==> src/rtl/microwave_timer.sv <==
`default_nettype none
// ============================================================================
// Module   : microwave_timer
// Purpose  : Countdown timer for the microwave controller. Digits are shifted
//            into a 4-digit BCD MM:SS register while the magnetron is off.
//            While cooking, the count decrements once per second. timer_done
//            tells the panel control logic that the count is empty.
// Ports    : clk        - system clock, rising edge
//            resetn     - asynchronous active-low reset
//            clearn     - synchronous active-low clear of the entered time
//            mag_on     - magnetron latch state (1 = cooking)
//            key_valid  - single-cycle keypad strobe
//            key_digit  - BCD digit accompanying key_valid
//            time_bcd   - {M10, M1, S10, S1}, registered
//            timer_done - registered, 1 when the count is 0000
//            running    - registered, 1 while counting down
// Revision : 1.0 - initial release
// ============================================================================
module microwave_timer #(
   parameter int TICKS_PER_SEC = 50_000_000,
   parameter int PRESC_W       = 26
) (
   input  logic        clk,
   input  logic        resetn,
   input  logic        clearn,
   input  logic        mag_on,
   input  logic        key_valid,
   input  logic [3:0]  key_digit,
   output logic [15:0] time_bcd,
   output logic        timer_done,
   output logic        running
);

   localparam logic [PRESC_W-1:0] C_PRESC_MAX = PRESC_W'(TICKS_PER_SEC - 1);

   typedef enum logic [1:0] {
      S_IDLE = 2'd0,
      S_RUN  = 2'd1,
      S_DONE = 2'd2
   } state_t;

   state_t               state_q, state_d;
   logic [15:0]          count_q, count_d;
   logic [PRESC_W-1:0]   presc_q, presc_d;
   logic                 timer_done_q, timer_done_d;
   logic                 running_q, running_d;

   logic                 tick;
   logic                 key_ok;
   logic [15:0]          count_dec;

   // One-second decrement of an MM:SS BCD value. Seconds above 59 simply
   // count down digit-wise; a seconds borrow reloads 59. 0000 is held.
   function automatic logic [15:0] bcd_dec(input logic [15:0] c);
      logic [3:0] m10, m1, s10, s1;
      m10 = c[15:12];
      m1  = c[11:8];
      s10 = c[7:4];
      s1  = c[3:0];
      if (c == 16'h0000) begin
         return c;
      end
      if (s1 != 4'd0) begin
         s1 = s1 - 4'd1;
      end else begin
         s1 = 4'd9;
         if (s10 != 4'd0) begin
            s10 = s10 - 4'd1;
         end else begin
            s10 = 4'd5;
            if (m1 != 4'd0) begin
               m1 = m1 - 4'd1;
            end else begin
               m1  = 4'd9;
               m10 = m10 - 4'd1;
            end
         end
      end
      return {m10, m1, s10, s1};
   endfunction

   assign tick      = (state_q == S_RUN) && (presc_q == C_PRESC_MAX);
   assign key_ok    = key_valid && !mag_on && (key_digit <= 4'd9);
   assign count_dec = bcd_dec(count_q);

   always_comb begin
      state_d = state_q;
      count_d = count_q;
      presc_d = '0;

      if (!clearn) begin
         // Clear wins over everything, including a coincident key.
         state_d = S_IDLE;
         count_d = 16'h0000;
      end else begin
         case (state_q)
            S_RUN: begin
               // A tick is honoured even when mag_on drops on the same cycle.
               if (tick) begin
                  count_d = count_dec;
               end
               if (tick && (count_dec == 16'h0000)) begin
                  state_d = S_DONE;
               end else if (!mag_on) begin
                  state_d = S_IDLE;
               end
            end
            S_IDLE: begin
               if (key_ok) begin
                  count_d = {count_q[11:0], key_digit};
               end else if (mag_on && (count_q != 16'h0000)) begin
                  state_d = S_RUN;
               end
            end
            S_DONE: begin
               if (key_ok) begin
                  count_d = {count_q[11:0], key_digit};
                  state_d = S_IDLE;
               end
            end
            default: begin
               state_d = S_IDLE;
            end
         endcase
      end

      // Prescaler only advances across consecutive RUN cycles; any exit
      // from RUN discards the partial second.
      if ((state_q == S_RUN) && (state_d == S_RUN)) begin
         presc_d = tick ? '0 : presc_q + PRESC_W'(1);
      end

      timer_done_d = (count_d == 16'h0000);
      running_d    = (state_d == S_RUN);
   end

   always_ff @(posedge clk or negedge resetn) begin
      if (!resetn) begin
         state_q      <= S_IDLE;
         count_q      <= 16'h0000;
         presc_q      <= '0;
         timer_done_q <= 1'b1;
         running_q    <= 1'b0;
      end else begin
         state_q      <= state_d;
         count_q      <= count_d;
         presc_q      <= presc_d;
         timer_done_q <= timer_done_d;
         running_q    <= running_d;
      end
   end

   assign time_bcd   = count_q;
   assign timer_done = timer_done_q;
   assign running    = running_q;

endmodule
`default_nettype wire
==> config.mk <==
export PLATFORM = sky130hd
export DESIGN_NAME = microwave_timer
export DESIGN_NICKNAME = d
export VERILOG_FILES = /design/src/rtl/microwave_timer.sv
export SDC_FILE = /design/constraint.sdc
export NUM_CORES = 1
export LEC_CHECK = 0
export CAP_MARGIN = 30
export CELL_PAD_IN_SITES_DETAIL_PLACEMENT = 1
export CELL_PAD_IN_SITES_GLOBAL_PLACEMENT = 1
export CORE_UTILIZATION = 36
export DETAILED_ROUTE_END_ITERATION = 6
export PLACE_DENSITY_LB_ADDON = 0.15
export SYNTH_ARGS = -nofsm -noshare
export SYNTH_HDL_FRONTEND = slang
export SYNTH_SLANG_ARGS = --single-unit
==> constraint.sdc <==
create_clock -name clk -period 5.1 [get_ports clk]
set_input_delay 1.275 -clock clk [delete_from_list [all_inputs] [get_ports clk]]
set_output_delay 1.275 -clock clk [all_outputs]
set_load 0.01 [all_outputs]
# Word-level counts from Yosys, hierarchy flattened
# Cells that the tools add are included.
# word_totals
output_inout_bits,18
word_cells,56
input_bits,9
regBits,46
# op_classes
reduce_logical,16
eq_ne,4
n_lt_le_gt_ge,1
addsub,5
muxes,25
# ops
operator,count
two-way mux 16 bit,5
two-way mux 26 bit,2
logical NOT 16 bit,3
two-way mux 4 bit,9
case mux 16 bit (2 select lines),1
adder 26 x 1 -> 26 bit (second input constant),1
equality test 26 bit (second input constant),1
nonzero test 16 bit,1
subtractor 4 x 1 -> 4 bit (second input constant),4
two-way mux 2 bit,6
nonzero test 4 bit,3
logical AND 1 bit,6
case mux 2 bit (3 select lines),1
equality test 2 x 1 -> 1 bit (second input constant),2
<= comparator 4 bit (second input constant),1
equality test 2 bit (second input constant),1
logical NOT 2 bit,1
OR reduction 2 bit,1
logical NOT 1 bit,1
two-way mux 1 bit,1

# Depth between registers and ports, before layout
# Gate-level depths: netlist (run 1).
# logic_depth
ltp_word,13
mapped_depth,11
ltp_nobuf,9

# Least setup slack after synthesis (run 1)
# No wires, ideal clock.
# synth_path
kind,input to register
from,input mag_on
to,"register timer_done_q, in the netlist timer_done"
n_path_buf,0
t_arrival_ps,3083
required_time_ps,5037
setup_time_ps,63
path_slack_ps,1954
path_stages,7
path_cell_list,or3b_2 -> or3_1 -> o311a_1 -> o211a_1 -> or4_1 -> nor4_2 -> and4_1
# synth_via
elab_chain_len,7
# synth_rtl
element,line_no,rtl
"start, declared",26,"input logic mag_on,"
logical NOT 1 bit,--,
logical AND 1 bit (2 in a row),83,assign key_ok = key_valid && !mag_on && (key_digit <= 4'd9);
two-way mux 16 bit,"109, 116",
case mux 16 bit (2 select lines),96,case (state_q)
two-way mux 16 bit,91,if (!clearn) begin
via count_d[8],43,"logic [15:0] count_q, count_d;"
logical NOT 16 bit,133,timer_done_d = (count_d == 16'h0000);
via timer_done_d,45,"logic timer_done_q, timer_done_d;"
"end signal, assigned",148,timer_done_q <= timer_done_d;
"end, declared",45,
# The timed path passes the listed nets, and every way through them passes these cells.

# Worst setup path in the final report (run 1)
# layout_path
from,register state_q[0]
to,register presc_q[8]
# layout_via
elab_chain_len,9
word_cells_on_any_way,16
classes_between,3 x eq/ne; 9 x mux; 4 x reduce/logical
# layout_rtl
element,line_no,rtl
"start, declared",42,"state_t state_q, state_d;"
"start signal, assigned",145,state_q <= state_d;
equality test 2 x 1 -> 1 bit,"82, 96, 129",
logical AND 1 bit,82,assign tick = (state_q == S_RUN) && (presc_q == C_PRESC_MAX);
logical AND 1 bit,102,if (tick && (count_dec == 16'h0000)) begin
two-way mux 2 bit,102,
case mux 2 bit (3 select lines),96,
two-way mux 2 bit,91,
equality test 2 x 1 -> 1 bit,129,if ((state_q == S_RUN) && (state_d == S_RUN)) begin
logical AND 1 bit,129,
two-way mux 26 bit (*),129,
via presc_d[8],44,"logic [PRESC_W-1:0] presc_q, presc_d;"
"end signal, assigned",147,presc_q <= presc_d;
"end, declared",44,
# The timed path passes the listed nets; every way through them passes the cells marked *.

==> reports/qor.log, run 1 <==
qor: clock_network.cts_post_setup_buffers_inserted 0
qor: layout.most_frequent_cells_in_the_layout 50 x nor2_1, 45 x dfrtp_1, 25 x clkdlybuf4s50_1, 21 x nand2_1
qor: route.routedWlPerCell 18.9 um
qor: placed_design.numPortBuffers 26
qor: clock_network.cts.hold.buffers_added 0
qor: setup_path.critical_path.reg2reg.endpoint presc_q[8]$_DFF_PN0_
qor: flow_run.max_cap_violations 0
qor: timing.timing.clock.skew 0.00845 ns
qor: layout.drive_above_1_share 0.0720
qor: timing.fmax 0.271 GHz
qor: hold_path.worst_hold_path.num_cells 1
qor: clock_network.post_cts_resize_count 0
qor: global_routing.initial_antenna_violation_count 0
qor: setup_path.critical_path.startpoint_type flip-flop
qor: floorplan.floorplan.core_area 7730 um2
qor: floorplan.floorplan.die.height 91.4 um
qor: setup_path.crit_type flip-flop to flip-flop
qor: setup_path.rr_startpoint state_q[0]$_DFF_PN0_
qor: setup_path.crit_path_end_kind flip-flop
qor: layout.seqCellArea 1150 um2
qor: setup_path.rr_worst_depth 7
qor: route.route.detailed.vias_per_inst 5.74
qor: clock_network.h-tree-depth 2
qor: setup_path.cp-startpoint state_q[0]$_DFF_PN0_
qor: clock_network.tritoncts built
qor: timing.unrepaired_setup_endpoints_after_global_routing no
qor: global_routing.grt_overflow 0
qor: layout.multi_input_area 1620 um2
qor: clock_network.clock_sink_count 46
qor: floorplan.boundaryPins 27
qor: logic_synthesis.proportion_of_synthesized_chip_area_in_sequential_cells 0.401
qor: clock_network.cts_made_buffers 5
qor: global_routing.grt_start_max_net_pins 47
qor: placed_design.place.gp.congestion 0.820
qor: timing.setup-violations-final 0
qor: clock_network.cts.reportedPaths.clkPinSlew 0.08 ns
qor: logic_synthesis.mappedNetlistArea 2880 um2
qor: layout.mostFrequentLayoutCell nor2_1
qor: power_and_ir_drop.peakVddDrop 0.160 mV
qor: clock_network.clock_tree.buffer_depth 2
qor: layout.design.final.nets 358
qor: timing.whs 0.491 ns
qor: global_routing.track_usage 0.223
qor: logic_synthesis.post_synth.cell_area_avg 8.93 um2
qor: route.detailedRoute.firstIterationViolations 120
qor: hold_path.worst_hold_path_type flip-flop to flip-flop
qor: run_status.status finished clean
qor: timing.finalHoldViolCount 0
qor: floorplan.floorplan.initialDensity 0.372
qor: floorplan.rows 32
qor: setup_path.timing.reg2reg.setup_slack 1.41 ns
qor: global_routing.grt_pass1_wl 14400 um
qor: logic_synthesis.synthesis.yosys.warnings 0
qor: floorplan.die_area 8350 um2
qor: floorplan.chipWidth 91.4 um
qor: layout.p_r_area_growth_vs_syn 15.1%
qor: logic_synthesis.ys_types 61
qor: logic_synthesis.edff_count_synth 0
qor: route.route.detailed.drc 0
qor: timing.post-route-period-util 0.723
qor: layout.final_core_utilization 0.429
qor: logic_synthesis.syn-num-nets 334
qor: timing.final_max_slew_viol_count 0
qor: setup_path.cp_data_arrival_time 3.85 ns
qor: route.drt_wl_total 8490 um
qor: clock_network.root_buffer clkbuf_8
qor: logic_synthesis.synth-async-reset-ratio 1.00
qor: route.route.antenna.remaining_nets 0
qor: logic_synthesis.synthFlopType dfrtp_1
qor: power_and_ir_drop.power.density_cell_area 261 nW/um2
qor: setup_path.required 5.27 ns
qor: timing.tightest_slew 0.960 ns
qor: timing.max_slew_margin 0.354
qor: setup_path.worstSetupEndpoint presc_q[8]$_DFF_PN0_
qor: clock_network.clk_latency 0.30 ns
qor: route.drtPass1Iterations 4
qor: layout.fillCellCount 932
qor: timing.finalWorstPathRequiredPeriod 3.69 ns
qor: placed_design.place.detailed.hpwl 6150 um
qor: power_and_ir_drop.power.static_leakage 1.32 nW
qor: layout.insertedDiodeCount 0
qor: global_routing.via_count_of_the_first_global_routing_pass 2659
qor: logic_synthesis.cell_count_after_synthesis 322
qor: logic_synthesis.ys_ff_latch 46
qor: setup_path.critPathMaxFanout 20
qor: route.vias 2578
qor: timing.fin_setup_tns 0 ns
## metrics by stage
| step | power (mW) | std cells | setup WS [ns] | area (um2) |
|---|---|---|---|---|
| 5_1_grt | 0.917 | 449 | 1.19 | 3310 |
| 3_3_place_gp | 0.634 | 441 | 1.34 | 3220 |
| 6_report | 0.864 | 449 | 1.41 | 3310 |
| 2_1_floorplan | 0.544 | 322 | 1.95 | 2880 |
| 3_5_place_dp | 0.635 | 441 | 1.31 | 3220 |
| 4_1_cts | 0.877 | 449 | 1.50 | 3310 |
## critical path: stages, from the launching register on
cell,delay (ns)
dfrtp_1,0.74
nor2b_1,0.75
nand4_1,0.29
or2_1,0.40
a2111oi_0,0.50
o211a_1,0.37
nand3b_1,0.38
nor2_1,0.11
## flip-flops by register name (all words and copies together), names as in the netlist
| register | cells |
|---|---|
| presc_q | 26 |
| time_bcd | 16 |
| state_q | 2 |
| running | 1 |
| timer_done | 1 |
## layer usage
| layer | wire length [um] | GRT usage | vias up |
|---|---|---|---|
| li1 | - | - | 1241 |
| met5 | 0 | 0 | - |
| met1 | 4070 | 0.322 | 1264 |
| met4 | 64 | 0.0556 | 0 |
| met3 | 503 | 0.0335 | 4 |
| met2 | 3850 | 0.346 | 69 |
## synth_stat cells (2+ instances only)
cell / n / area (um2)
and4_1: 5 / 43.8
nor4bb_1: 3 / 30.0
buf_6: 2 / 22.5
or2_2: 2 / 12.5
clkbuf_1: 9 / 33.8
o31ai_1: 5 / 37.5
and3_1: 7 / 43.8
mux2_2: 2 / 22.5
nor3b_1: 4 / 30.0
xor2_1: 13 / 114
o41ai_1: 2 / 17.5
nand3_1: 11 / 55.1
nor2_1: 50 / 188
a221oi_1: 2 / 17.5
nor2b_1: 4 / 25.0
or3b_2: 2 / 17.5
nor4b_1: 2 / 17.5
ha_1: 3 / 37.5
or3_1: 5 / 31.3
nand4_1: 10 / 62.6
xnor2_1: 12 / 105
a21oi_1: 5 / 25.0
inv_1: 10 / 37.5
o211a_1: 4 / 40.0
or4_1: 5 / 37.5
a31oi_1: 7 / 43.8
nor4_1: 7 / 43.8
or4_4: 2 / 22.5
o21ai_0: 13 / 65.1
o311a_1: 2 / 20.0
dfrtp_1: 45 / 1130
o21ai_1: 2 / 10.0
nor3_1: 7 / 35.0
nand2_1: 21 / 78.8
o211ai_1: 3 / 22.5
a211oi_1: 5 / 37.5
o21a_1: 3 / 22.5
nand2b_1: 2 / 12.5
a311oi_1: 2 / 17.5
## cells by family (layout without fill, tap and decap cells)
kind of cell / count (synthesis) / after routing / share of synthesized area
compound gates: 66 / 66 / 0.165
flops: 46 / 46 / 0.401
buf+inv: 23 / 48 / 0.0370
mux: 3 / 3 / 0.0113
xor+xnor: 25 / 25 / 0.0761
simple gates: 156 / 156 / 0.297
fa+ha+maj: 3 / 3 / 0.0131
## report_power, final
group / switching [mW] / internal, mW
clock network: 0.124 / 0.110
registers: 0.0351 / 0.381
logic: 0.119 / 0.0958
total: 0.278 / 0.586
## area by class of cell
| cell class | count | share of cell area |
|---|---|---|
| clock inverter | 1 | 0.00151 |
| clock buffer | 7 | 0.0261 |
| multi-input combinational | 253 | 0.488 |
| tap | 102 | 0.0385 |
| sequential | 46 | 0.348 |
| inverter | 10 | 0.0113 |
| timing repair buffer | 30 | 0.0861 |
## worst min-delay path by stage
stage | from | endpoint | slack [ns]
6_report | presc_q[0]$_DFF_PN0_ | presc_q[0]$_DFF_PN0_ | 0.49
2_1_floorplan | presc_q[0]$_DFF_PN0_ | presc_q[0]$_DFF_PN0_ | 0.44
4_1_cts | presc_q[0]$_DFF_PN0_ | presc_q[0]$_DFF_PN0_ | 0.49
3_5_place_dp | presc_q[0]$_DFF_PN0_ | presc_q[0]$_DFF_PN0_ | 0.48
3_3_place_gp | presc_q[0]$_DFF_PN0_ | presc_q[0]$_DFF_PN0_ | 0.47
5_1_grt | presc_q[0]$_DFF_PN0_ | presc_q[0]$_DFF_PN0_ | 0.52
(Power assumes the default switching activity.)
==> run 2, diff against run 1 <==
==> constraint.sdc (replaced) <==
create_clock -name clk -period 3.7 [get_ports clk]
set_input_delay 0.925 -clock clk [delete_from_list [all_inputs] [get_ports clk]]
set_output_delay 0.925 -clock clk [all_outputs]
set_load 0.01 [all_outputs]
==> run 2 against run 1 <==
Against the previous run: global-route usage grew 0.49 points; power is 39% higher; clock-buffer cell count unchanged; clock skew increased by 0.0049 ns; flip-flop and latch count stayed put; setup slack lost 0.97 ns; highest routed layer unchanged.
==> reports/qor.log, run 2 (same netlist as run 1, synthesis figures left out) <==
qor: run_status.status finished clean
qor: power_and_ir_drop.power.density_cell_area 354 nW/um2
qor: layout.mostFrequentLayoutCell nor2_1
qor: power_and_ir_drop.finalPower 1.20 mW
qor: setup_path.cp_data_arrival_time 3.42 ns
qor: layout.largest_register presc_q
qor: route.vias 2659
qor: timing.unrepaired_setup_endpoints_after_global_routing no
qor: route.drtPass1Iterations 5
qor: placed_design.place_ws 0.230 ns
qor: global_routing.track_usage 0.227
qor: clock_network.post_cts_resize_count 0
qor: setup_path.critical_path.reg2reg.endpoint presc_q[23]$_DFF_PN0_
qor: setup_path.rr_worst_depth 8
qor: clock_network.root_buffer clkbuf_8
qor: timing.finalHoldViolCount 0
qor: timing.setup-violations-final 0
qor: clock_network.cts.hold.buffers_added 0
qor: setup_path.required 3.86 ns
qor: layout.finalNonFillerCells 459
qor: floorplan.rows 32
qor: placed_design.place.detailed.hpwl 6520 um
qor: hold_path.worst_hold_path_type flip-flop to flip-flop
qor: timing.setup_slack 0.440 ns
qor: layout.design.final.nets 368
qor: setup_path.cp-startpoint presc_q[13]$_DFF_PN0_
qor: clock_network.h-tree-depth 2
qor: placed_design.place.gp.congestion 0.811
qor: placed_design.numPortBuffers 26
qor: layout.fillCellCount 903
qor: layout.most_frequent_cells_in_the_layout 50 x nor2_1, 45 x dfrtp_1, 25 x clkdlybuf4s50_1, 21 x nand2_1
qor: global_routing.initial_antenna_violation_count 0
qor: floorplan.boundaryPins 27
qor: timing.final_max_slew_viol_count 0
qor: timing.tightest_slew 0.760 ns
qor: clock_network.clk_latency 0.30 ns
qor: global_routing.grt_start_max_net_pins 33
qor: placed_design.dp_cells 451
qor: layout.p_r_area_growth_vs_syn 18.2%
qor: clock_network.cts_made_buffers 5
qor: setup_path.rr_startpoint presc_q[13]$_DFF_PN0_
qor: route.route.detailed.drc 0
qor: clock_network.clock_tree.buffer_depth 2
qor: floorplan.chipWidth 91.4 um
qor: flow_run.max_cap_violations 0
qor: global_routing.grt_pass1_wl 14800 um
qor: route.detailedRoute.firstIterationViolations 143
qor: clock_network.tritoncts built
qor: floorplan.floorplan.die.height 91.4 um
qor: floorplan.floorplan.initialDensity 0.372
qor: power_and_ir_drop.power.static_leakage 1.37 nW
qor: timing.max_slew_margin 0.493
qor: layout.largest_register_ff_count 26
qor: timing.fin_setup_tns 0 ns
qor: layout.insertedDiodeCount 0
qor: setup_path.crit_path_end_kind flip-flop
qor: clock_network.cts_post_setup_buffers_inserted 0
qor: global_routing.grt_overflow 0
qor: layout.multi_input_area 1620 um2
qor: setup_path.crit_type flip-flop to flip-flop
qor: route.route.detailed.vias_per_inst 5.79
qor: timing.timing.clock.skew 0.0133 ns
qor: floorplan.floorplan.core_area 7730 um2
qor: timing.finalWorstPathRequiredPeriod 3.26 ns
qor: route.routedWlPerCell 18.9 um
qor: timing.post-route-period-util 0.881
qor: clock_network.cts.reportedPaths.clkPinSlew 0.09 ns
qor: layout.drive_above_1_share 0.0980
qor: global_routing.via_count_of_the_first_global_routing_pass 2814
qor: setup_path.timing.reg2reg.setup_slack 0.44 ns
qor: route.route.antenna.remaining_nets 0
qor: setup_path.critical_path.startpoint_type flip-flop
qor: floorplan.die_area 8350 um2
qor: route.drt_wl_total 8660 um
qor: setup_path.worstSetupEndpoint presc_q[23]$_DFF_PN0_
qor: power_and_ir_drop.peakVddDrop 0.153 mV
qor: setup_path.critPathMaxFanout 16
qor: timing.fmax 0.307 GHz
qor: layout.seqCellArea 1150 um2
qor: clock_network.clock_sink_count 46
==> run 2: how the worst min path moves through the flow <==
stage                         start                    to  slack (ns)  cells past startpoint
2_1_floorplan  presc_q[0]$_DFF_PN0_  presc_q[0]$_DFF_PN0_        0.44                      1
3_3_place_gp   presc_q[0]$_DFF_PN0_  presc_q[0]$_DFF_PN0_        0.47                      1
3_5_place_dp   presc_q[0]$_DFF_PN0_  presc_q[0]$_DFF_PN0_        0.49                      1
4_1_cts        presc_q[0]$_DFF_PN0_  presc_q[0]$_DFF_PN0_        0.50                      1
5_1_grt        presc_q[0]$_DFF_PN0_  presc_q[0]$_DFF_PN0_        0.55                      1
6_report       presc_q[0]$_DFF_PN0_  presc_q[0]$_DFF_PN0_        0.50                      1
==> run 2: area by class of cell <==
| cell class | count | area share |
|---|---|---|
| clock inverter | 1 | 0.00147 |
| timing repair buffer | 40 | 0.110 |
| sequential | 46 | 0.339 |
| inverter | 10 | 0.0110 |
| multi-input combinational | 253 | 0.476 |
| clock buffer | 7 | 0.0254 |
| tap | 102 | 0.0375 |
==> run 2: power by group <==
| part | internal, mW | switching (mW) |
|---|---|---|
| Combinational | 0.139 | 0.176 |
| Clock | 0.151 | 0.169 |
| Sequential | 0.525 | 0.0418 |
| Total | 0.815 | 0.387 |
==> run 2: routing by layer <==
metal	up-vias	global-route usage	wire length (um)
li1	1258	-	-
met1	1319	0.311	4060
met2	69	0.368	3990
met3	13	0.0394	460
met4	0	0.0648	148
met5	-	0	0
==> run 2: worst max-delay path, cell delays in order, from the launching register on <==
cell	delay (ns)
dfrtp_1	0.42
nand4_1	0.34
or4_1	0.66
or2_1	0.41
a2111oi_0	0.38
buf_4	0.19
o211a_1	0.23
nand4b_2	0.39
nor2_1	0.09
==> run 2: stage by stage <==
stage / hold WS [ns] / util / instance area (um2)
floorplan: 0.438 / - / 2880
global placement: 0.468 / 0.428 / 3310
detailed placement: 0.487 / 0.428 / 3310
CTS: 0.503 / 0.440 / 3400
global route: 0.549 / 0.440 / 3400
finish: 0.495 / 0.440 / 3400
==> run 3, diff against run 2 <==
--- a/config.mk
+++ b/config.mk
@@ -8,6 +8,7 @@
 export CAP_MARGIN = 30
 export CELL_PAD_IN_SITES_DETAIL_PLACEMENT = 1
 export CELL_PAD_IN_SITES_GLOBAL_PLACEMENT = 1
+export CORE_ASPECT_RATIO = 1.1
 export CORE_UTILIZATION = 36
 export DETAILED_ROUTE_END_ITERATION = 6
 export PLACE_DENSITY_LB_ADDON = 0.15
==> run 3 against run 2 <==
Against the previous run: power up 5.9%; flip-flop and latch count is the same; critical path depth unchanged; final cell count is 1.5% higher; via count about the same; register-to-register slack gained 0.25 ns; critical endpoint is now timer_done$_DFF_PN1_; largest power group unchanged.
==> reports/qor.log, run 3 (same netlist as run 1, synthesis figures left out) <==
qor: run_status.status finished clean
qor: timing.whs 0.482 ns
qor: layout.fillCellCount 935
qor: hold_path.worst_hold_path_type flip-flop to flip-flop
qor: placed_design.place.gp.congestion 0.817
qor: route.dr.max_layer_used met4
qor: timing.setup_slack 0.540 ns
qor: global_routing.grt_pass1_wl 14300 um
qor: timing.max_slew_margin 0.479
qor: route.route.antenna.remaining_nets 0
qor: floorplan.rows 33
qor: timing.final_max_slew_viol_count 0
qor: global_routing.initial_antenna_violation_count 0
qor: clock_network.cts.hold.buffers_added 0
qor: global_routing.via_count_of_the_first_global_routing_pass 2764
qor: placed_design.place.detailed.hpwl 6560 um
qor: setup_path.cp_num_buf_inv 1
qor: placed_design.postPlaceCellArea 3350 um2
qor: timing.fin_setup_tns 0 ns
qor: floorplan.floorplan.core_area 7600 um2
qor: layout.insertedDiodeCount 0
qor: route.drtPass1Iterations 4
qor: setup_path.crit_type input port to flip-flop
qor: clock_network.cts.reportedPaths.clkPinSlew 0.10 ns
qor: clock_network.post_cts_resize_count 0
qor: floorplan.die_area 8350 um2
qor: power_and_ir_drop.clock_power_frac 0.308
qor: setup_path.max_stage_delay 0.53 ns
qor: timing.finalHoldViolCount 0
qor: clock_network.clock_tree.buffer_depth 2
qor: clock_network.cts_made_buffers 5
qor: setup_path.critPathSlowestCell or4_1
qor: clock_network.clock_sink_count 46
qor: placed_design.place_ws 0.236 ns
qor: route.met2WireLength 4420 um
qor: global_routing.grt_start_max_net_pins 33
qor: timing.tightest_slew 0.781 ns
qor: clock_network.h-tree-depth 2
qor: route.vias 2661
qor: route.route.met3.wl 296 um
qor: floorplan.boundaryPins 27
qor: setup_path.crit_path_end_kind flip-flop
qor: flow_run.max_cap_violations 0
qor: layout.mostFrequentLayoutCell nor2_1
qor: route.routedWlPerCell 18.6 um
qor: power_and_ir_drop.sw_frac_of_total 0.317
qor: power_and_ir_drop.power.share.sequential 0.441
qor: timing.setup-violations-final 0
qor: timing.timing.clock.skew 0.0126 ns
qor: setup_path.critical_path.startpoint_type input port
qor: layout.stdcell_area 3470 um2
qor: route.route.detailed.vias_per_inst 5.71
qor: timing.fmax 0.316 GHz
qor: layout.largest_register_ff_count 26
qor: floorplan.floorplan.die.height 95.8 um
qor: power_and_ir_drop.switching_power_total 403 uW
qor: setup_path.cp_cell_sequence clkdlybuf4s50_1 -> or3b_2 -> or3_1 -> o311a_1 -> o211a_1 -> or4_1 -> nor4_2 -> and4_1
qor: global_routing.track_usage 0.228
qor: setup_path.critical-path-top-delay-family simple AND/OR/NAND/NOR gates
qor: power_and_ir_drop.peakVddDrop 0.171 mV
qor: power_and_ir_drop.power.density_cell_area 367 nW/um2
qor: layout.largest_register presc_q
qor: timing.post-route-period-util 0.854
qor: route.met1_length 3770 um
qor: route.route.detailed.drc 0
qor: clock_network.clk_latency 0.31 ns
qor: power_and_ir_drop.int_pwr 870 uW
qor: setup_path.critPathMaxFanout 4
qor: timing.finalWorstPathRequiredPeriod 3.16 ns
qor: global_routing.grt_overflow 0
qor: clock_network.root_buffer clkbuf_8
qor: placed_design.numPortBuffers 26
qor: floorplan.floorplan.initialDensity 0.379
qor: setup_path.cp_data_arrival_time 3.41 ns
qor: route.detailedRoute.firstIterationViolations 88
qor: floorplan.chipWidth 87.2 um
qor: layout.most_frequent_cells_in_the_layout 50 x nor2_1, 45 x dfrtp_1, 25 x clkdlybuf4s50_1, 21 x nand2_1, 16 x buf_4
qor: layout.p_r_area_growth_vs_syn 20.5%
qor: route.drt_wl_total 8690 um
qor: power_and_ir_drop.power.static_leakage 1.41 nW
qor: timing.unrepaired_setup_endpoints_after_global_routing no
qor: power_and_ir_drop.power_frac_comb 0.251
qor: setup_path.required 3.95 ns
qor: layout.drive_above_1_share 0.111
qor: layout.design.final.nets 372
qor: clock_network.tritoncts built
qor: clock_network.cts_post_setup_buffers_inserted 0
-- run 3: cell types whose count changed in the layout (fill, tap and decap cells not counted), sizes merged --
cell,delta
buf,+4
clkbuf,-2
bufinv,+1
inv,+1
-- run 3: through the flow --
stage	util	total power, mW	instances
after floorplan	-	0.750	322
after global placement	0.442	0.886	458
after detailed placement	0.442	0.890	458
after CTS	0.456	1.29	466
after global routing	0.456	1.33	466
final	0.456	1.27	466
-- run 3: final timing paths --
check | slack, ns | cells after the start | endpoint | start
worst max-delay path | 0.54 | 8 | timer_done$_DFF_PN1_ | key_valid
worst min-delay path | 0.48 | 1 | presc_q[0]$_DFF_PN0_ | presc_q[0]$_DFF_PN0_
worst max register to register | 0.69 | 9 | timer_done$_DFF_PN1_ | time_bcd[12]$_DFF_PN0_
worst min register to register | 0.48 | 1 | presc_q[0]$_DFF_PN0_ | presc_q[0]$_DFF_PN0_
max in group asynchronous | 2.25 | 2 | timer_done$_DFF_PN1_ | resetn
min in group asynchronous | 0.69 | 1 | time_bcd[5]$_DFF_PN0_ | resetn
-- run 3: layer usage --
metal  vias up  track usage
li1       1271            -
met1      1323        0.278
met2        51        0.403
met3        16       0.0420
met4         0       0.0792
met5         -            0
-- run 3: final cells by class --
type                    instances  area [um2]  share of cell area
well taps                     105         131              0.0379
multi-input cells             253        1620               0.467
clock inverters                 3        43.8              0.0126
clock buffers                   5        68.8              0.0198
inverters                      10        37.5              0.0108
repair buffers                 44         415               0.120
flip-flops and latches         46        1150               0.332
-- run 3: power by group through the flow --
stage / clock, mW / sequential [mW] / combinational (mW)
2_1_floorplan: 0 / 0.568 / 0.182
3_3_place_gp: 0 / 0.572 / 0.314
3_5_place_dp: 0 / 0.572 / 0.319
4_1_cts: 0.408 / 0.562 / 0.320
5_1_grt: 0.416 / 0.567 / 0.351
6_report: 0.392 / 0.562 / 0.320
-- run 3: worst register-to-register path, stage by stage, from the launching register on --
cell	delay [ns]
dfrtp_1	0.44
inv_1	0.10
ha_1	0.15
or3b_2	0.52
or4_4	0.55
a31oi_1	0.17
a211oi_1	0.12
or4_1	0.51
nor4_2	0.17
and4_1	0.22
